File: src/rtl/model_writer.sv
// Streams one model's vertices and faces into RAM write ports, bracketed by header writes.
// Optional MODEL_WRITER_BOUNDS_CHECK_EN: saturating pointers with full/error detection.
module model_writer #(
  parameter int MODEL_INDEX_WIDTH = 4,
  parameter int INDEX_ADDR_WIDTH  = 15,
  parameter int VERTEX_ADDR_WIDTH = 15,
  parameter int COORDINATE_WIDTH  = 24
) (
  input  logic                                          clk,
  input  logic                                          reset,
  input  logic                                          start,
  input  logic [MODEL_INDEX_WIDTH-1:0]                  model_index,
  input  logic signed [2:0][COORDINATE_WIDTH-1:0]       vertex_data,
  input  logic                                          vertex_i_dv,
  input  logic                                          vertex_data_last,
  input  logic [2:0][INDEX_ADDR_WIDTH-1:0]              index_data,
  input  logic                                          index_i_dv,
  input  logic                                          index_data_last,
  output logic                                          vertex_ready,
  output logic                                          index_ready,
  output logic                                          busy,
  output logic                                          done,
  output logic                                          error,
  output logic                                          header_we,
  output logic [MODEL_INDEX_WIDTH-1:0]                  header_addr,
  output logic [INDEX_ADDR_WIDTH+VERTEX_ADDR_WIDTH-1:0] header_wdata,
  output logic                                          face_we,
  output logic [INDEX_ADDR_WIDTH-1:0]                   face_addr,
  output logic [3*INDEX_ADDR_WIDTH-1:0]                 face_wdata,
  output logic                                          vertex_we,
  output logic [VERTEX_ADDR_WIDTH-1:0]                  vertex_addr,
  output logic [3*COORDINATE_WIDTH-1:0]                 vertex_wdata
);

  localparam logic [2:0] IDLE      = 3'd0;
  localparam logic [2:0] HDR_START = 3'd1;
  localparam logic [2:0] LOAD      = 3'd2;
  localparam logic [2:0] HDR_END   = 3'd3;
  localparam logic [2:0] DONE      = 3'd4;

  logic [2:0]                   state;
  logic [MODEL_INDEX_WIDTH-1:0] idx;
  logic [INDEX_ADDR_WIDTH-1:0]  face_ptr;
  logic [VERTEX_ADDR_WIDTH-1:0] vertex_ptr;
  logic                         v_closed, f_closed;
  logic                         v_acc, f_acc;
`ifdef MODEL_WRITER_BOUNDS_CHECK_EN
  logic                         v_full, f_full;
`endif

  // Ready is derived from registered state only, so it never depends on dv.
  assign vertex_ready = (state == LOAD) && !v_closed;
  assign index_ready  = (state == LOAD) && !f_closed;
  assign busy         = (state != IDLE);
  assign v_acc        = vertex_i_dv && vertex_ready;
  assign f_acc        = index_i_dv && index_ready;

  always_ff @(posedge clk) begin
    if (reset) begin
      state        <= IDLE;
      idx          <= '0;
      face_ptr     <= '0;
      vertex_ptr   <= '0;
      v_closed     <= 1'b0;
      f_closed     <= 1'b0;
      done         <= 1'b0;
      error        <= 1'b0;
      header_we    <= 1'b0;
      header_addr  <= '0;
      header_wdata <= '0;
      face_we      <= 1'b0;
      face_addr    <= '0;
      face_wdata   <= '0;
      vertex_we    <= 1'b0;
      vertex_addr  <= '0;
      vertex_wdata <= '0;
`ifdef MODEL_WRITER_BOUNDS_CHECK_EN
      v_full       <= 1'b0;
      f_full       <= 1'b0;
`endif
    end else begin
      header_we <= 1'b0;
      face_we   <= 1'b0;
      vertex_we <= 1'b0;
      done      <= 1'b0;

      if (v_acc) begin
`ifdef MODEL_WRITER_BOUNDS_CHECK_EN
        if (v_full) begin
          error <= 1'b1;
        end else begin
          vertex_we    <= 1'b1;
          vertex_addr  <= vertex_ptr;
          vertex_wdata <= vertex_data;
          if (&vertex_ptr) v_full <= 1'b1;
          else             vertex_ptr <= vertex_ptr + 1'b1;
        end
`else
        vertex_we    <= 1'b1;
        vertex_addr  <= vertex_ptr;
        vertex_wdata <= vertex_data;
        vertex_ptr   <= vertex_ptr + 1'b1;
`endif
        if (vertex_data_last) v_closed <= 1'b1;
      end

      if (f_acc) begin
`ifdef MODEL_WRITER_BOUNDS_CHECK_EN
        if (f_full) begin
          error <= 1'b1;
        end else begin
          face_we    <= 1'b1;
          face_addr  <= face_ptr;
          face_wdata <= index_data;
          if (&face_ptr) f_full <= 1'b1;
          else           face_ptr <= face_ptr + 1'b1;
        end
`else
        face_we    <= 1'b1;
        face_addr  <= face_ptr;
        face_wdata <= index_data;
        face_ptr   <= face_ptr + 1'b1;
`endif
        if (index_data_last) f_closed <= 1'b1;
      end

      // Header writes are registered on the entering edge so they land in the state's cycle.
      case (state)
        IDLE: if (start) begin
          idx          <= model_index;
          error        <= 1'b0;
          v_closed     <= 1'b0;
          f_closed     <= 1'b0;
          header_we    <= 1'b1;
          header_addr  <= model_index;
          header_wdata <= {face_ptr, vertex_ptr};
          state        <= HDR_START;
        end
        HDR_START: state <= LOAD;
        LOAD: if (v_closed && f_closed) begin
          header_we    <= 1'b1;
          header_addr  <= idx + 1'b1;
          header_wdata <= {face_ptr, vertex_ptr};
          state        <= HDR_END;
        end
        HDR_END: begin
          done  <= 1'b1;
          state <= DONE;
        end
        DONE:    state <= IDLE;
        default: state <= IDLE;
      endcase
    end
  end

endmodule
File: config.mk
export PLATFORM = sky130hd
export DESIGN_NAME = model_writer
export DESIGN_NICKNAME = d
export VERILOG_FILES = /design/src/rtl/model_writer.sv
export SDC_FILE = /design/constraint.sdc
export NUM_CORES = 1
export LEC_CHECK = 0
export ABC_AREA = 1
export BUFFER_PORTS_ARGS = -buffer_cell sky130_fd_sc_hd__buf_2
export CORE_MARGIN = 8
export CORE_UTILIZATION = 52
export DETAILED_ROUTE_END_ITERATION = 10
export PLACE_DENSITY = 0.92
export SLEW_MARGIN = 20
export SYNTH_ARGS = -nofsm -noshare
export SYNTH_HDL_FRONTEND = slang
export SYNTH_SLANG_ARGS = --single-unit
File: constraint.sdc
create_clock -name clk -period 3.5 [get_ports clk]
set_clock_uncertainty 0.1 [all_clocks]
set_input_delay 0.175 -clock clk [delete_from_list [all_inputs] [get_ports clk]]
set_output_delay 0.175 -clock clk [all_outputs]
set_load 0.005 [all_outputs]
==> run_results.csv <==
group,metric,value,unit
run_status,status,"finished clean",
place,dpl.hpwl,17900,microns
clocking,worst_skew_pair.late_latency,500,ps
grt,initial_antenna_violation_count,4,
grt,grt_most_used_layer,"met2",
floorplan,num_rows,45,
synth,netlist_area,8080,sq um
worst_setup_path,crit_arrival,2660,ps
synth,post_synthesis_net_count,1195,
clocking,tritoncts.num_buffers,22,
floorplan,floorplan.io_pins,317,
grt,overflow,0,
worst_setup_path,cp-end-kind,"flip-flop",
routing,detail_route.drc_violations,0,
floorplan,die_y,141,microns
sta,drv_slew,0,
routing,antenna_violating_nets_post_route,0,
sta,report.final.hold_viol_count,0,
synth,synth-warning-count,0,
worst_setup_path,crit_path_max_fo,76,
grt,met1_usage,0.303,
sta,rsz0062_at_grt,"false",
floorplan,dieArea,19800,sq um
sta,setup_viol,0,
worst_setup_path,max_stage_delay,940,ps
place,portBuffers,315,
sta,setup-tns-final,0,ps
place,gp_congestion,0.837,
routing,post_drt_via_cell_ratio,5.43,
floorplan,initial_utilization,0.531,
cells_and_area,post_route_cells_drive_above_1_share,0.248,
job,maxCapViolations,0,
routing,route.final.wire_length,30500,microns
grt,gr-usage-met3,0.0858,
pwr,p_leak,5.19,nW
clocking,cts_max_level,1,
worst_setup_path,setup.worst_path.start_class,"input pin",
pwr,ir_worst_vdd,0.000416,V
cells_and_area,design.final.nets,1601,
routing,detail_route.wl_per_cell,18.1,microns
synth,post_synth.cell_area_avg,7.59,sq um
routing,first_pass_iters,5,
worst_setup_path,cp.required,3780,ps
pwr,power-per-cell-area,489,nW/um^2
synth,synthCells,1064,
grt,first_pass_grt_wire_length,47000,microns
worst_setup_path,crit_path_cells,"buf_4, clkinv_2, o21ai_0, nor2_1, dlygate4sd3_1",
clocking,cts_resizes,0,
routing,num_vias,9130,
floorplan,die-width,141,microns
sta,final.period_utilization,0.680,
sta,timing.final.crit_period,2380,ps
synth,synth.lib_cells_used.distinct,22,
clocking,tritoncts,"done",
clocking,worst_setup_hold_path_clk_slew,60,ps
sta,slew_headroom,0.380,
grt,grt_max_degree,90,
min_path,hold_class,"in2reg",
place,place_ws,1330,ps
worst_setup_path,crit_path_top_delay_cell,"sky130_fd_sc_hd__clkinv_2",
worst_setup_path,critical_path_class,"in2reg",
clocking,post_cts.repair.setup_buffers,0,
worst_setup_path,timing.critical_path.buf_inv,3,
sta,max_clock_freq,420,MHz
sta,final_critical_path_setup_slack,1120,ps
grt,grt_util_all_layers,0.290,
grt,vias_in_the_first_global_route,9095,
grt,globalRouteMet2Util,0.510,
routing,detailedRoute.firstIterationViolations,651,
synth,ys_seq_area_frac,0.555,
sta,worstMarginPinSlew,930,ps
synth,synth_seq_cells,224,
clocking,cts_hold_buffers,126,
clocking,clock_sink_count,224,
cells_and_area,area.growth.synth_to_final,44.9,%
clocking,cts-root-to-sink-buffers,3,
worst_setup_path,critical_path.top_delay_family,"buffers and inverters",
floorplan,fp.coreArea,15200,sq um
clocking,ctsRootBufferMaster,"sky130_fd_sc_hd__clkbuf_16",
-- cell type report --
cell class | instances | area (sq um)
diodes | 7 | 17.5
clock buffers | 29 | 618
clock inverters | 11 | 139
fillers | 984 | 3500
inverters | 36 | 136
multi-input cells | 738 | 3180
flip-flops and latches | 224 | 4480
well taps | 188 | 235
repair buffers | 448 | 2890
-- kinds of logic (layout without fill, tap and decap cells) --
kind of cell	count (synthesis)	in the layout	share of synthesized area
flip-flops	224	224	0.555
other	1	8	0.000464
AO/OA/AOI/OAI	244	244	0.151
adder cells (fa/ha/maj)	3	3	0.00465
XOR/XNOR	1	1	0.00108
buffers and inverters	102	524	0.0520
AND/OR/NAND/NOR	489	489	0.236
-- placed cells by master (no fill, tap or decap), drive strengths merged --
cell type    netlist  routed
nor4               2       2
conb               1       1
dlygate4sd3        0     126
dfxtp            224     224
nand3             25      25
clkinv             0       7
bufinv             0       3
clkbuf            37      29
buf               29     322
diode              0       7
a21oi            188     188
nand2            349     349
inv               36      35
nor3               6       6
ha                 3       3
nor2             103     103
nand4              4       4
o21ai             56      56
clkinvlp           0       2
xnor2              1       1
-- worst reg2reg max path: stages, from the launching register on --
cell and delay [ps]:
sky130_fd_sc_hd__dfxtp_1 320, sky130_fd_sc_hd__inv_2 130, sky130_fd_sc_hd__nand3_2 180, sky130_fd_sc_hd__inv_2 130
sky130_fd_sc_hd__nand2_1 60, sky130_fd_sc_hd__nand2_1 480, sky130_fd_sc_hd__buf_4 400, sky130_fd_sc_hd__o21ai_0 150
sky130_fd_sc_hd__a21oi_1 190
-- synthesized netlist by cell type --
master / instances / share of area
sky130_fd_sc_hd__nor4_1: 2 / 0.0015
sky130_fd_sc_hd__conb_1: 1 / 0.00046
sky130_fd_sc_hd__ha_1: 3 / 0.0046
sky130_fd_sc_hd__nand2_1: 349 / 0.16
sky130_fd_sc_hd__buf_1: 4 / 0.0019
sky130_fd_sc_hd__nand3_2: 1 / 0.0012
sky130_fd_sc_hd__nor2_1: 102 / 0.047
sky130_fd_sc_hd__nor2_2: 1 / 0.00077
sky130_fd_sc_hd__clkbuf_2: 1 / 0.00062
sky130_fd_sc_hd__nand4_2: 1 / 0.0015
sky130_fd_sc_hd__a21oi_1: 188 / 0.12
sky130_fd_sc_hd__inv_2: 6 / 0.0028
sky130_fd_sc_hd__inv_1: 30 / 0.014
sky130_fd_sc_hd__dfxtp_1: 224 / 0.56
sky130_fd_sc_hd__clkbuf_1: 36 / 0.017
sky130_fd_sc_hd__xnor2_1: 1 / 0.0011
sky130_fd_sc_hd__buf_4: 2 / 0.0019
sky130_fd_sc_hd__nand3_1: 24 / 0.015
sky130_fd_sc_hd__nor3_1: 6 / 0.0037
sky130_fd_sc_hd__o21ai_0: 56 / 0.035
sky130_fd_sc_hd__nand4_1: 3 / 0.0023
sky130_fd_sc_hd__buf_2: 23 / 0.014
-- through the flow --
stage               power [mW]  utilization  hold WS [ps]  std cells  instance area, sq um
detailed placement        3.17        0.636           330       1508                  9670
global route              5.90        0.769          72.4       1676                 11700
finish                    5.72        0.770          38.8       1681                 11700
CTS                       5.71        0.769          22.1       1674                 11700
floorplan                 2.95            -           217       1064                  8080
global placement          3.15        0.636           324       1508                  9670
-- worst paths after layout --
check                           cells after the start                to             start  slack (ps)
worst max-delay path                                5            idx[1]             reset        1120
worst min-delay path                                3            idx[3]             start          40
worst max register to register                      8  header_wdata[15]          state[0]        1290
worst min register to register                      2  vertex_wdata[64]  vertex_wdata[64]         360
-- where the power goes --
| group | internal (mW) | switching [mW] | leakage, nW |
|---|---|---|---|
| registers | 2.64 | 0.0559 | 1.82 |
| logic | 0.265 | 0.299 | 3.01 |
| clock network | 1.47 | 0.993 | 0.369 |
-- layer usage --
layer,part of all wire,vias up
met4,0.059,2
met2,0.50,564
met1,0.34,4188
li1,-,4242
met5,0.00036,-
met3,0.10,134
-- flip-flops by register name, indices dropped and copies added (netlist names), 4 cells and up --
register / cells
face_addr: 15
header_addr: 4
face_wdata: 45
vertex_ptr: 15
idx: 4
vertex_wdata: 72
header_wdata: 30
face_ptr: 15
vertex_addr: 15
(Power assumes the default switching activity.)
